### config.mk
export PLATFORM = sky130hd
export DESIGN_NAME = key_autorepeat
export DESIGN_NICKNAME = d
export VERILOG_FILES = /design/src/rtl/key_pkg.sv /design/src/rtl/key_debounce.sv /design/src/rtl/key_autorepeat.sv
export SDC_FILE = /design/constraint.sdc
export NUM_CORES = 1
export LEC_CHECK = 0
export CORE_MARGIN = 2
export CORE_UTILIZATION = 37
export DETAILED_ROUTE_END_ITERATION = 10
export HOLD_SLACK_MARGIN = 0.12
export PLACE_DENSITY_LB_ADDON = 0.08
export SYNTH_ARGS = -nofsm -noshare
export SYNTH_HDL_FRONTEND = slang
export SYNTH_SLANG_ARGS = --single-unit
### constraint.sdc
create_clock -name i_clk -period 2.14 [get_ports i_clk]
set_input_delay 0.428 -clock i_clk [delete_from_list [all_inputs] [get_ports i_clk]]
set_output_delay 0.428 -clock i_clk [all_outputs]
set_load 0.005 [all_outputs]
### src/rtl/key_pkg.sv
// Shared FSM encoding and 50 MHz default timing for the key auto-repeat block.
package key_pkg;

  typedef logic [1:0] key_state_t;

  localparam key_state_t ST_IDLE    = 2'd0;
  localparam key_state_t ST_HOLD    = 2'd1;
  localparam key_state_t ST_REPEAT  = 2'd2;
  localparam key_state_t ST_LATCHED = 2'd3;

  // 20 ms debounce, 500 ms long-press, 100 ms repeat period at 50 MHz
  localparam int unsigned KEY_DEB_CYC_50M  = 1_000_000;
  localparam int unsigned KEY_HOLD_CYC_50M = 25_000_000;
  localparam int unsigned KEY_REP_CYC_50M  = 5_000_000;

endpackage

### src/rtl/key_debounce.sv
// 2-flop synchronizer plus stability-counter debounce; o_rise/o_fall are high
// on the cycle before o_level changes, so a registered consumer lines up with it.
module key_debounce
  import key_pkg::*;
#(
  parameter int unsigned DEB_CYC    = KEY_DEB_CYC_50M,
  parameter int unsigned ACTIVE_LOW = 0
) (
  input  logic i_clk,
  input  logic i_rst,
  input  logic i_button,
  output logic o_level,
  output logic o_rise,
  output logic o_fall
);

  localparam int unsigned CNT_W = $clog2(DEB_CYC);
  localparam logic [CNT_W-1:0] CNT_LAST = CNT_W'(DEB_CYC - 1);

  logic [1:0]       r_sync;
  logic [CNT_W-1:0] r_cnt;
  logic             r_level;
  logic             w_inv;
  logic             w_key;
  logic             w_diff;
  logic             w_done;

  assign w_inv  = (ACTIVE_LOW != 0);
  assign w_key  = r_sync[1] ^ w_inv;
  assign w_diff = (w_key != r_level);
  assign w_done = w_diff && (r_cnt == CNT_LAST);

  always_ff @(posedge i_clk) begin
    if (i_rst) begin
      r_sync  <= 2'b00;
      r_cnt   <= '0;
      r_level <= 1'b0;
    end else begin
      r_sync <= {r_sync[0], i_button};
      if (!w_diff || w_done) begin
        r_cnt <= '0;
      end else begin
        r_cnt <= r_cnt + 1'b1;
      end
      if (w_done) begin
        r_level <= ~r_level;
      end
    end
  end

  assign o_level = r_level;
  assign o_rise  = w_done & ~r_level;
  assign o_fall  = w_done & r_level;

endmodule

### src/rtl/key_autorepeat.sv
// Debounced key with press, long-press, auto-repeat and release events.
// All event outputs are registered and coincide with the o_level edge they report.
module key_autorepeat
  import key_pkg::*;
#(
  parameter int unsigned DEB_CYC    = KEY_DEB_CYC_50M,
  parameter int unsigned HOLD_CYC   = KEY_HOLD_CYC_50M,
  parameter int unsigned REP_CYC    = KEY_REP_CYC_50M,
  parameter int unsigned REPEAT_EN  = 1,
  parameter int unsigned ACTIVE_LOW = 0
) (
  input  logic i_clk,
  input  logic i_rst,
  input  logic i_button,
  output logic o_level,
  output logic o_pulse,
  output logic o_long,
  output logic o_release
);

  localparam int unsigned TMR_MAX = (HOLD_CYC > REP_CYC) ? HOLD_CYC : REP_CYC;
  localparam int unsigned TMR_W   = $clog2(TMR_MAX);
  localparam logic [TMR_W-1:0] HOLD_LAST = TMR_W'(HOLD_CYC - 1);
  localparam logic [TMR_W-1:0] REP_LAST  = TMR_W'(REP_CYC - 1);

  logic             w_rise;
  logic             w_fall;
  logic             w_rep_en;
  key_state_t       r_state;
  logic [TMR_W-1:0] r_tmr;
  logic             r_pulse;
  logic             r_long;
  logic             r_release;

  assign w_rep_en = (REPEAT_EN != 0);

  key_debounce #(
    .DEB_CYC    (DEB_CYC),
    .ACTIVE_LOW (ACTIVE_LOW)
  ) u_deb (
    .i_clk    (i_clk),
    .i_rst    (i_rst),
    .i_button (i_button),
    .o_level  (o_level),
    .o_rise   (w_rise),
    .o_fall   (w_fall)
  );

  always_ff @(posedge i_clk) begin
    if (i_rst) begin
      r_state   <= ST_IDLE;
      r_tmr     <= '0;
      r_pulse   <= 1'b0;
      r_long    <= 1'b0;
      r_release <= 1'b0;
    end else begin
      r_pulse   <= 1'b0;
      r_long    <= 1'b0;
      r_release <= 1'b0;
      // A release beats a timer expiry landing on the same edge.
      case (r_state)
        ST_IDLE: begin
          if (w_rise) begin
            r_pulse <= 1'b1;
            r_tmr   <= '0;
            r_state <= ST_HOLD;
          end
        end
        ST_HOLD: begin
          if (w_fall) begin
            r_release <= 1'b1;
            r_tmr     <= '0;
            r_state   <= ST_IDLE;
          end else if (r_tmr == HOLD_LAST) begin
            r_long <= 1'b1;
            r_tmr  <= '0;
            if (w_rep_en) begin
              r_pulse <= 1'b1;
              r_state <= ST_REPEAT;
            end else begin
              r_state <= ST_LATCHED;
            end
          end else begin
            r_tmr <= r_tmr + 1'b1;
          end
        end
        ST_REPEAT: begin
          if (w_fall) begin
            r_release <= 1'b1;
            r_tmr     <= '0;
            r_state   <= ST_IDLE;
          end else if (r_tmr == REP_LAST) begin
            r_pulse <= 1'b1;
            r_tmr   <= '0;
          end else begin
            r_tmr <= r_tmr + 1'b1;
          end
        end
        ST_LATCHED: begin
          if (w_fall) begin
            r_release <= 1'b1;
            r_tmr     <= '0;
            r_state   <= ST_IDLE;
          end
        end
        default: begin
          r_tmr   <= '0;
          r_state <= ST_IDLE;
        end
      endcase
    end
  end

  assign o_pulse   = r_pulse;
  assign o_long    = r_long;
  assign o_release = r_release;

endmodule

-- Yosys cells after proc, flatten, opt, wreduce, memory -nomap -nowiden
Index checks and enable logic that the tools add are counted.
- multiplexer cells: 19
- equality and inequality tests: 11
- bitwise operators: 5
- add/subtract/negate cells: 2
- reductions and logical operators: 11
- operators by type and width (cell ; number):
    25-bit two-way mux ; 6
    25-bit one-hot mux with 4 select lines ; 1
    25-bit by 1-bit adder with 25-bit output, second input constant ; 1
    25-bit by 23-bit equality test with 1-bit output, second input constant ; 1
    25-bit equality test, second input constant ; 1
    20-bit by 1-bit adder with 20-bit output, second input constant ; 1
    20-bit equality test, second input constant ; 1
    2-bit two-way mux ; 4
    2-bit OR reduction ; 4
    1-bit two-way mux ; 6
    2-bit by 1-bit != test with 1-bit output, second input constant ; 3
    2-bit one-hot mux with 3 select lines ; 1
    2-bit equality test, second input constant ; 2
    3-bit by 2-bit != test with 1-bit output, second input constant ; 1
    1-bit NOT ; 3
    1-bit one-hot mux with 3 select lines ; 1
    3-bit AND reduction ; 1
    3-bit OR reduction ; 1
    1-bit AND ; 2
    2-bit by 1-bit equality test with 1-bit output, second input constant ; 1
    2-bit zero test ; 1
    2-bit AND reduction ; 1
    1-bit logical AND ; 1
    1-bit zero test ; 1
    other kinds (2) ; 2
- register bits: 53
- output and inout bits: 4
- bits of input ports: 3

-- Longest topological paths before layout
Gate-level depths: netlist (run 1).
- depth in word-level cells: 5
- mapped depth: 8
- depth with buffers taken out: 7

-- By module
Synthesis (run 1) repeated with hierarchy kept, for this count alone.
- cell total of the unflattened synthesis: 326
- area, all modules: 2730.1 sq um
- modules (own cells, without submodules) (module ; cells an instance ; sequential area each (sq um) ; times used ; area each (sq um)):
    key_autorepeat ; 205 ; 600.6 ; 1 ; 1671.6
    key_debounce ; 121 ; 460.4 ; 1 ; 1058.5

-- Least setup slack after synthesis (run 1)
OpenSTA, ideal clock, no wires.
- kind: reg2reg
- start point: register r_tmr[0]
- end point: register r_tmr[11]
- path slack: 0.071 ns
- arrival time: 1.998 ns
- path buffers: 0
- cell stages (with the launch flop): 8
- setup time: 0.070 ns
- cells stage by stage: dfxtp_1 ha_1 and3_1 nand4_1 o31ai_2 a211o_4 or4_1 a21oi_1
- word-level cells in the longest chain between the ends: 4
- elaborated cells between the ends (all ways): 8
- those cells by class: add/sub (1); eq/ne (2); mux (5)
- RTL lines (element ; RTL line ; text):
    from (decl) ; key_autorepeat.sv:30 ; logic [TMR_W-1:0] r_tmr;
    from (signal assigned) ; key_autorepeat.sv:84 ; r_tmr <= r_tmr + 1'b1;
    from (signal assigned) ; key_autorepeat.sv:96 ; r_tmr <= r_tmr + 1'b1;
    25-bit by 1-bit adder with 25-bit output, or another cell as far along ; key_autorepeat.sv:84, key_autorepeat.sv:96 ;
    25-bit two-way mux, on equally long branches ; key_autorepeat.sv:92, key_autorepeat.sv:74 ;
    25-bit two-way mux, on equally long branches ; key_autorepeat.sv:88, key_autorepeat.sv:70 ;
    25-bit one-hot mux with 4 select lines (*) ; key_autorepeat.sv:61 ; case (r_state)
Every way passes the cells marked *; elsewhere a longest branch is shown, timed or not.
A chain may end at the register's enable or synchronous reset.

-- Worst setup path in the final report (run 1)
- start point: register r_tmr[0]
- end point: register r_tmr[13]
Same word-level chain as after synthesis.

==> results of run 1 <==
==> power by group <==
group	switching, mW	total [mW]	leakage [nW]	internal, mW
Clock	0.338	0.719	0.0574	0.381
Sequential	0.00272	0.992	0.429	0.990
Combinational	0.0722	0.122	0.717	0.0497
==> per-stage QoR <==
step	setup WS, ns	cell area (sq um)	cells	setup TNS (ns)
2_1_floorplan	0.0715	2800	338	0
3_3_place_gp	-0.0279	3340	483	-0.0279
3_5_place_dp	-0.0415	3340	483	-0.0724
4_1_cts	-0.0183	3520	493	-0.0183
5_1_grt	-0.131	3660	498	-1.36
6_report	-0.0316	3660	498	-0.0781
==> registers in the layout, summed over array words and instances (netlist names) <==
name,count
o_pulse,1
o_long,1
o_release,1
r_state,2
u_deb.o_level,1
u_deb.r_cnt,20
r_tmr,25
u_deb.r_sync,2
==> repair_timing <==
item	4_1_cts	5_1_grt
cloned	1	0
setup endpoints to repair	6	23
pin swaps	6	17
resized for setup	9	22
buffers inserted	1	5
hold buffers	0	0
==> routing by layer <==
layer | up-vias | wire [um] | global-route usage | part of all wire
met2 | 51 | 3270 | 0.282 | 0.45
met3 | 4 | 325 | 0.0334 | 0.044
li1 | 1360 | - | - | -
met5 | - | 0 | 0 | 0
met1 | 1281 | 3700 | 0.263 | 0.50
met4 | 0 | 46 | 0.0518 | 0.0063
==> cell usage after synthesis (all sizes together) <==
master	instances
and2	9
buf	5
nand3b	1
a31oi	15
a22oi	5
a41oi	2
nand2	28
and3	10
or3	18
mux2i	2
nor2b	3
nor2	31
a21bo	1
or4	6
a211oi	4
inv	8
nor3	7
dfxtp	53
o22ai	1
clkbuf	8
a21o	4
and4b	1
or2	1
ha	7
xnor2	7
o21ai	5
o41ai	2
and4	3
a221oi	1
a21oi	23
nand2b	4
nand4b	3
nor4	4
nor4b	1
nand3	32
o21a	2
nand4	9
xor2	7
a21boi	1
o31ai	2
a211o	2
==> how the worst min path moves through the flow <==
stage                         startpoint                        end  slack [ns]  depth (start not counted)
2_1_floorplan  u_deb.r_cnt[0]$_SDFF_PP0_  u_deb.r_cnt[0]$_SDFF_PP0_        0.41                          1
3_3_place_gp   u_deb.r_cnt[0]$_SDFF_PP0_  u_deb.r_cnt[0]$_SDFF_PP0_        0.43                          1
3_5_place_dp   u_deb.r_cnt[0]$_SDFF_PP0_  u_deb.r_cnt[0]$_SDFF_PP0_        0.44                          1
4_1_cts        u_deb.r_cnt[0]$_SDFF_PP0_  u_deb.r_cnt[0]$_SDFF_PP0_        0.45                          1
5_1_grt        u_deb.r_cnt[0]$_SDFF_PP0_  u_deb.r_cnt[0]$_SDFF_PP0_        0.49                          1
6_report       u_deb.r_cnt[0]$_SDFF_PP0_  u_deb.r_cnt[0]$_SDFF_PP0_        0.45                          1
==> cell type report <==
cell class / instances / area (sq um)
Fill cell: 740 / 3640
Multi-Input combinational cell: 265 / 1780
Sequential cell: 53 / 1070
Timing Repair Buffer: 65 / 539
Tap cell: 99 / 124
Clock buffer: 6 / 82.6
Clock inverter: 2 / 37.5
Inverter: 8 / 30.0
==> critical path: cells and delay by family (launching register included) <==
family	cells	cell delay [ns]
AND/OR/NAND/NOR	3	0.72
flip-flops	1	0.35
AO/OA/AOI/OAI	3	0.55
adder cells (fa/ha/maj)	1	0.16
buffers and inverters	2	0.32
==> kinds of logic after synthesis <==
kind of cell | count (synthesis) | share of synthesized area
AO/OA/AOI/OAI | 70 | 0.179
adder cells (fa/ha/maj) | 7 | 0.0313
buffers and inverters | 21 | 0.0336
AND/OR/NAND/NOR | 171 | 0.325
XOR/XNOR | 14 | 0.0439
flip-flops | 53 | 0.380
multiplexers | 2 | 0.00716
==> impl_metrics.csv, run 1 <==
group,metric,value,unit
outcome,status,"finished with violations",
outcome,violations,"setup timing",
layout,nNetsFinal,408,
worst_setup_path,critPathArrivalTime,2.42,ns
min_path,holdCritPathClass,"reg2reg",
clock_tree,clk_path_buf_depth,2,
logic_synthesis,synth.area.top_cells,"dfxtp_1, nand3_1, nor2_1",
worst_setup_path,cp-start-kind,"register",
floorplan,die_x,90.9,um
worst_setup_path,rr_worst_depth,9,
routing,drt_wl_total,7.33,mm
timing,fin_crit,2.17,ns
grt,grt-ovfl-total,0,
logic_synthesis,ys_types,48,
routing,antenna_left,0,
timing,skew,0.0110,ns
layout,diodes,0,
place,dp_hpwl,5.08,mm
logic_synthesis,seq_area_frac_synth,0.380,
timing,rsz0062_at_grt,"yes",
power,power_density,501,nW/um^2
worst_setup_path,path_cells,"ha_4 > and3_4 > nand4_1 > buf_4 > o31ai_4 > buf_4 > a211o_4 > or3_4 > a21oi_2",
routing,vias,2696,
worst_setup_path,reg2reg_to,"r_tmr[13]$_SDFFE_PP0P_",
routing,wl_per_cell,14.7,um
worst_setup_path,cp.required,2.38,ns
grt,grt_usage,0.183,
routing,first_iter_violations,114,
power,vdd_drop_max,0.317,mV
clock_tree,clock_latency,0.31,ns
worst_setup_path,r2r-start,"r_tmr[0]$_SDFFE_PP0P_",
worst_setup_path,slowest_delay,0.38,ns
floorplan,pin_count,7,
worst_setup_path,path_common_cell,"buf_4",
routing,drtPass1Iterations,4,
layout,postLayoutCoreUtil,0.501,
layout,syn2layout_area_growth,30.8,%
logic_synthesis,synth_cells,338,
timing,whs,0.447,ns
clock_tree,clock-sinks,53,
grt,antenna_found_initial,0,
worst_setup_path,crit_path_end,"r_tmr[13]$_SDFFE_PP0P_",
logic_synthesis,synth_warnings,0,
timing,final_hold_viol_count,0,
timing,fmax,460,MHz
worst_setup_path,path_class,"reg2reg",
logic_synthesis,synth_top_cell_by_area,"dfxtp_1",
layout,drive_gt1_frac,0.251,
logic_synthesis,synth_fp_nets,348,
timing,drv_slew,0,
floorplan,die_height,90.9,um
logic_synthesis,synth_top_area_frac,0.380,
worst_setup_path,cp_slowest_cell,"or3_4",
power,power,1.83,mW
floorplan,coreArea,7290,sq um
worst_setup_path,critPathMaxFanout,7,
routing,viasPerCell,5.41,
power,leakagePower,1.20,nW
clock_tree,cts-root-buf,"clkbuf_8",
timing,worst_slack,-0.0316,ns
place,port_buffers,6,
logic_synthesis,synth_area,2800,sq um
grt,grt_pass1_wl,12.3,mm
timing,slew_headroom,0.699,
logic_synthesis,syn_area_per_cell,8.27,sq um
grt,grt_max_degree,21,
floorplan,start_util,0.383,
layout,final_common_cell,"buf_4",
timing,setup_viol,6,
floorplan,fp-row-count,31,
clock_tree,clkTransAtPathRegs,0.10,ns
worst_setup_path,reg2reg_slack,-0.03,ns
place,place_congestion,0.836,
floorplan,die_area,8270,sq um
run,cap_violations,0,
clock_tree,cts_made_buffers,5,
clock_tree,htree_levels,2,
logic_synthesis,synth-seq-cells,53,
worst_setup_path,worstSetupStartpoint,"r_tmr[0]$_SDFFE_PP0P_",
clock_tree,cts_tree,"yes",
timing,period_share,1.01,
grt,grt_pass1_vias,2544,
timing,worst_slew_pin_slew,0.450,ns
worst_setup_path,critPathCaptureType,"register",
routing,drc,0,
layout,layout_common_cells,"buf_4, dfxtp_1, nor2_1, nand3_1, nand2_1",
Note: power is estimated with default switching activity, not from simulation.
==> run 2: changes to the inputs <==
--- a/config.mk
+++ b/config.mk
@@ -5,11 +5,11 @@
 export SDC_FILE = /design/constraint.sdc
 export NUM_CORES = 1
 export LEC_CHECK = 0
-export CORE_MARGIN = 2
 export CORE_UTILIZATION = 37
 export DETAILED_ROUTE_END_ITERATION = 10
 export HOLD_SLACK_MARGIN = 0.12
 export PLACE_DENSITY_LB_ADDON = 0.08
 export SYNTH_ARGS = -nofsm -noshare
 export SYNTH_HDL_FRONTEND = slang
+export SYNTH_HIERARCHICAL = 1
 export SYNTH_SLANG_ARGS = --single-unit
==> run 2 against run 1 <==
- the run still ends with setup timing left
- via count rose by 1.7%
- non-clock buffer count rose by 25
- largest power group unchanged
- critical endpoint is now r_tmr[14]$_SDFFE_PP0P_
- clock power fell by 18%
==> impl_metrics.csv, run 2 <==
group,metric,value,unit
layout,fill_cells,629,
power,switchingPower,459,uW
worst_setup_path,path_class,"reg2reg",
power,vdd_drop_max,0.268,mV
power,power,1.76,mW
logic_synthesis,async_reset_ff_frac,0,
routing,wl_per_cell,14.8,um
place,place_congestion,0.865,
clock_tree,clock_latency,0.32,ns
routing,drt_wl_total,7.60,mm
timing,fmax,422,MHz
logic_synthesis,yosysMostFrequentCell,"dfxtp_1",
timing,fin_setup_tns,-3.77,ns
worst_setup_path,cp-start-kind,"register",
logic_synthesis,synth_cells,326,
power,p_int,1.30,mW
timing,slew_headroom,0.663,
worst_setup_path,critPathArrivalTime,2.63,ns
place,port_buffers,6,
place,dp_cells,494,
logic_synthesis,synthTopCellsByCount,"dfxtp_1, nand3_1, nand2_1, nor2_1, a21oi_1",
clock_tree,cts_made_buffers,5,
floorplan,die_area,7730,sq um
timing,worst_slew_pin_slew,0.501,ns
clock_tree,htree_levels,2,
routing,first_iter_violations,137,
worst_setup_path,critPathCaptureType,"register",
grt,antenna_found_initial,0,
routing,viasPerCell,5.33,
floorplan,pin_count,7,
logic_synthesis,synth_warnings,6,
power,power_density,445,nW/um^2
floorplan,coreArea,6940,sq um
power,comb_power_share,0.103,
timing,fin_crit,2.37,ns
layout,largest_register_ff_count,25,
timing,drv_slew,0,
timing,skew,0.0153,ns
timing,whs,0.446,ns
layout,final-seq-area,1060,sq um
outcome,status,"finished with violations",
logic_synthesis,synth_top_area_frac,0.389,
routing,drc,0,
layout,drive_gt1_frac,0.344,
routing,drtPass1Iterations,4,
grt,grt_usage,0.212,
routing,vias,2742,
logic_synthesis,synth_fp_nets,336,
logic_synthesis,ys_types,50,
layout,diodes,0,
timing,period_share,1.11,
logic_synthesis,syn_area_per_cell,8.37,sq um
run,cap_violations,0,
floorplan,die_x,87.9,um
worst_setup_path,slowest_delay,0.55,ns
clock_tree,cts-root-buf,"clkbuf_8",
timing,final_hold_viol_count,0,
worst_setup_path,path_common_cell,"nor2_4",
routing,antenna_left,0,
worst_setup_path,critPathMaxFanout,8,
layout,nNetsFinal,427,
grt,grt_max_degree,18,
logic_synthesis,synth_area,2730,sq um
timing,rsz0062_at_grt,"yes",
floorplan,die_height,87.9,um
layout,syn2layout_area_growth,45.0,%
floorplan,start_util,0.393,
grt,grt-ovfl-total,0,
layout,top_regs,"r_tmr: 25 flops, u_deb/r_cnt: 20 flops",
logic_synthesis,synth_edf_count,0,
clock_tree,cts_tree,"yes",
worst_setup_path,path_cells,"or4b_4 > nor2_4 > nand3_4 > nor2_4 > inv_4 > o2bb2ai_4 > a211o_4 > buf_4 > o21ai_1 > a21o_1",
logic_synthesis,synth-seq-cells,53,
grt,grt_pass1_wl,12.7,mm
power,clkPwrFrac,0.334,
layout,top_register,"r_tmr",
clock_tree,clock-sinks,53,
logic_synthesis,seq_area_frac_synth,0.389,
layout,instances_no_fill,514,
grt,grt_pass1_vias,2694,
clock_tree,clk_path_buf_depth,2,
min_path,holdCritPathClass,"reg2reg",
layout,layout_common_cells,"buf_4, dfxtp_1, nand3_1, nand2_1, nor2_1",
logic_synthesis,synth.area.top_cells,"dfxtp_1, nand3_1, nand2_1",
layout,multi_input_area,1880,sq um
worst_setup_path,cp_slowest_cell,"or4b_4",
power,leakagePower,1.41,nW
layout,final_common_cell,"buf_4",
power,pwr-share-seq,0.563,
clock_tree,clkTransAtPathRegs,0.11,ns
outcome,violations,"setup timing",
timing,setup_viol,26,
worst_setup_path,cp.required,2.40,ns
logic_synthesis,ys.flop_type,"dfxtp_1",
logic_synthesis,synth_top_cell_by_area,"dfxtp_1",
power,switching_share,0.261,
place,dp_hpwl,5.12,mm
timing,worst_slack,-0.230,ns
floorplan,fp-row-count,30,
[run 2: cell count changes in the layout (fill, tap and decap cells not counted), sizes merged, moves of 7 or more]
cell    change
o311ai      +7
o21ai      +12
or3        -10
inv         +9
buf        +25
a31oi      -12
[run 2: timing repair]
item                                    4_1_cts  5_1_grt
pin swaps                                     8        4
setup buffers                                 8        2
endpoints found under the setup margin       28       28
cloned                                        2        0
hold buffers                                  0        0
resized for setup                            35       20
[run 2: power by group through the flow]
stage / Clock, mW / Combinational [mW] / Sequential [mW]
6_report: 0.588 / 0.181 / 0.992
5_1_grt: 0.651 / 0.195 / 0.993
4_1_cts: 0.616 / 0.173 / 0.992
3_5_place_dp: 0 / 0.143 / 1.01
3_3_place_gp: 0 / 0.143 / 1.01
2_1_floorplan: 0 / 0.0741 / 1.02
[run 2: cell families after synthesis]
logic type / synth area share
buffers and inverters: 0.0431
flip-flops: 0.389
AO/OA/AOI/OAI: 0.171
AND/OR/NAND/NOR: 0.324
XOR/XNOR: 0.0417
adder cells (fa/ha/maj): 0.0321
[run 2: path summary, 6_finish.rpt]
path | start | endpoint | slack (ns) | cells after the start
worst min-delay path | u_deb/r_sync[0]$_SDFF_PP0_ | u_deb/r_sync[1]$_SDFF_PP0_ | 0.45 | 1
worst max register to register | u_deb/r_cnt[8]$_SDFF_PP0_ | r_tmr[14]$_SDFFE_PP0P_ | -0.23 | 10
worst max-delay path | u_deb/r_cnt[8]$_SDFF_PP0_ | r_tmr[14]$_SDFFE_PP0P_ | -0.23 | 10
worst min register to register | u_deb/r_sync[0]$_SDFF_PP0_ | u_deb/r_sync[1]$_SDFF_PP0_ | 0.45 | 1
[run 2: area by class of cell]
cell class                      count  area share
Multi-Input combinational cell    250       0.474
Sequential cell                    53       0.269
Timing Repair Buffer               90       0.187
Tap cell                           96      0.0304
Clock buffer                        5      0.0174
Inverter                           17      0.0168
Clock inverter                      3     0.00569
[run 2: routing by layer]
| metal | share of wire | track usage | up-vias |
|---|---|---|---|
| li1 | - | - | 1376 |
| met1 | 0.49 | 0.294 | 1299 |
| met2 | 0.45 | 0.334 | 57 |
| met3 | 0.046 | 0.0462 | 10 |
| met4 | 0.013 | 0.0537 | 0 |
| met5 | 0 | 0 | - |
[run 2: per-stage QoR]
stage               cell area, sq um  setup slack (ns)  utilization
floorplan                       2780           -0.0727            -
global placement                3490            -0.337        0.502
detailed placement              3490            -0.401        0.502
CTS                             3820            -0.195        0.551
global route                    3960            -0.307        0.570
finish                          3960            -0.230        0.570
[run 2: worst max-delay path, delay by kind of cell (launching register included)]
family                 cells  cell delay [ns]
AO/OA/AOI/OAI              4             0.75
flip-flops                 1             0.33
buffers and inverters      2             0.23
AND/OR/NAND/NOR            4             1.00
==> run 3: changes to the inputs <==
--- a/config.mk
+++ b/config.mk
@@ -5,7 +5,7 @@
 export SDC_FILE = /design/constraint.sdc
 export NUM_CORES = 1
 export LEC_CHECK = 0
-export CORE_UTILIZATION = 37
+export CORE_UTILIZATION = 55
 export DETAILED_ROUTE_END_ITERATION = 10
 export HOLD_SLACK_MARGIN = 0.12
 export PLACE_DENSITY_LB_ADDON = 0.08
==> run 3 against run 2 <==
- the run still ends with setup timing left
- fmax up 0.42%
- sequential power about the same
- final cell count fell by 6.8%
- utilization increased by 24 points
- clock skew is 0.0079 ns lower
- power is 2.7% higher
- final area shrank 2.3%
- critical path depth up 1
- global-route usage rose by 8.1 points
- critical path type unchanged
- largest cell class unchanged
- highest routed layer unchanged
==> impl_metrics.csv, run 3 (synthesized netlist as in run 2, its figures left out) <==
group,metric,value,unit
outcome,status,"finished with violations",
outcome,violations,"setup timing",
worst_setup_path,r2r-start,"u_deb/r_cnt[8]$_SDFF_PP0_",
floorplan,start_util,0.574,
layout,layout_common_cells,"buf_4, dfxtp_1, nand3_1, nand2_1, nor2_1",
clock_tree,cts_made_buffers,5,
place,port_buffers,6,
clock_tree,htree_levels,2,
place,dp_hpwl,5.03,mm
floorplan,coreArea,4750,sq um
place,place_congestion,0.856,
timing,setup_viol,24,
floorplan,pin_count,7,
layout,largest_register_ff_count,25,
power,switching_share,0.243,
timing,fin_crit,2.36,ns
floorplan,die_x,72.5,um
grt,antenna_found_initial,0,
worst_setup_path,cp.required,2.35,ns
routing,viasPerCell,6.00,
routing,vias,2872,
routing,drc,0,
grt,grt_max_degree,19,
timing,slew_headroom,0.729,
layout,multi_input_area,1840,sq um
layout,drive_gt1_frac,0.350,
timing,period_share,1.10,
timing,skew,0.00745,ns
worst_setup_path,critPathCaptureType,"register",
power,comb_power_share,0.106,
worst_setup_path,critPathMaxFanout,7,
layout,fill_cells,310,
power,p_int,1.37,mW
worst_setup_path,worstSetupStartpoint,"u_deb/r_cnt[8]$_SDFF_PP0_",
routing,drtPass1Iterations,5,
worst_setup_path,path_class,"reg2reg",
timing,worst_slew_pin_slew,0.406,ns
floorplan,die_area,5250,sq um
grt,grt_usage,0.293,
clock_tree,cts-root-buf,"clkbuf_8",
clock_tree,clock-sinks,53,
timing,fmax,424,MHz
floorplan,die_height,72.5,um
layout,syn2layout_area_growth,41.7,%
place,dp_slack,-0.357,ns
timing,final_hold_viol_count,0,
grt,grt_pass1_wl,11.8,mm
timing,worst_slack,-0.220,ns
clock_tree,clock_latency,0.31,ns
layout,top_register,"r_tmr",
clock_tree,cts_tree,"yes",
timing,drv_slew,0,
layout,final_common_cell,"buf_4",
clock_tree,clk_path_buf_depth,2,
run,cap_violations,0,
power,clkPwrFrac,0.345,
floorplan,fp-row-count,25,
layout,nNetsFinal,421,
min_path,hp-start,"u_deb/r_sync[0]$_SDFF_PP0_",
min_path,holdCritPathClass,"reg2reg",
routing,first_iter_violations,168,
layout,top_regs,"r_tmr: 25 flops, u_deb/r_cnt: 20 flops",
routing,antenna_left,0,
power,power,1.81,mW
layout,diodes,0,
grt,grt_pass1_vias,2592,
worst_setup_path,cp-start-kind,"register",
grt,grt-ovfl-total,0,
power,vdd_drop_max,0.281,mV
timing,rsz0062_at_grt,"yes",
power,power_density,468,nW/um^2
layout,instances_no_fill,479,
routing,wl_per_cell,16.6,um
place,dp_cells,459,
power,leakagePower,1.40,nW
worst_setup_path,critPathArrivalTime,2.57,ns
power,switchingPower,440,uW
layout,final-seq-area,1060,sq um
routing,drt_wl_total,7.98,mm
clock_tree,clkTransAtPathRegs,0.09,ns
power,pwr-share-seq,0.549,
## run 3: layer usage
metal | part of all wire | vias up | track usage
met5 | 0 | - | 0
met4 | 0.026 | 0 | 0.126
met3 | 0.066 | 26 | 0.0708
met2 | 0.47 | 124 | 0.466
met1 | 0.44 | 1359 | 0.377
li1 | - | 1363 | -
## run 3: final cells by class
cell class                      instances  share of cell area
Clock buffer                            7              0.0249
Clock inverter                          1             0.00129
Inverter                               17              0.0165
Sequential cell                        53               0.275
Timing Repair Buffer                   85               0.185
Tap cell                               67              0.0217
Multi-Input combinational cell        249               0.475
## run 3: critical path, cell delays in order, from the launching register on
cell and delay [ns]:
dfxtp_2 0.33, or4b_4 0.55, nor2_4 0.16, nand3_4 0.12, nor2_4 0.12, inv_2 0.07, nand2_2 0.11, a31o_4 0.19
a211o_4 0.21, buf_6 0.13, o21ai_1 0.08, a21o_1 0.20
## run 3: path summary, 6_finish.rpt
| path | depth (start not counted) | slack [ns] | to |
|---|---|---|---|
| worst min-delay path | 1 | 0.46 | u_deb/r_sync[1]$_SDFF_PP0_ |
| worst min register to register | 1 | 0.46 | u_deb/r_sync[1]$_SDFF_PP0_ |
| worst max-delay path | 11 | -0.22 | r_tmr[14]$_SDFFE_PP0P_ |
| worst max register to register | 11 | -0.22 | r_tmr[14]$_SDFFE_PP0P_ |
## run 3: repair_timing
action                                 4_1_cts  5_1_grt
endpoints found under the hold margin        0        0
setup endpoints to repair                   27       28
buffers inserted                             6        5
gates resized for setup                     37       17
hold buffers                                 0        0
gates cloned                                 1        0
pin swaps                                   11       12
## run 3: metrics by stage
stage          cell area [sq um]   util  TNS, ns  hold WS (ns)
6_report                    3870  0.813    -3.27         0.464
5_1_grt                     3870  0.813    -5.59         0.490
4_1_cts                     3740  0.787    -2.41         0.466
3_5_place_dp                3410  0.716    -6.86         0.449
3_3_place_gp                3410  0.716    -4.55         0.440
2_1_floorplan               2780      -    -1.15         0.414
## run 3: power groups by stage
stage | logic, mW | clock network (mW) | registers [mW]
final | 0.191 | 0.624 | 0.994
after global routing | 0.200 | 0.671 | 0.994
after CTS | 0.164 | 0.631 | 0.993
after detailed placement | 0.134 | 0 | 1.02
after global placement | 0.132 | 0 | 1.02
after floorplan | 0.0741 | 0 | 1.02
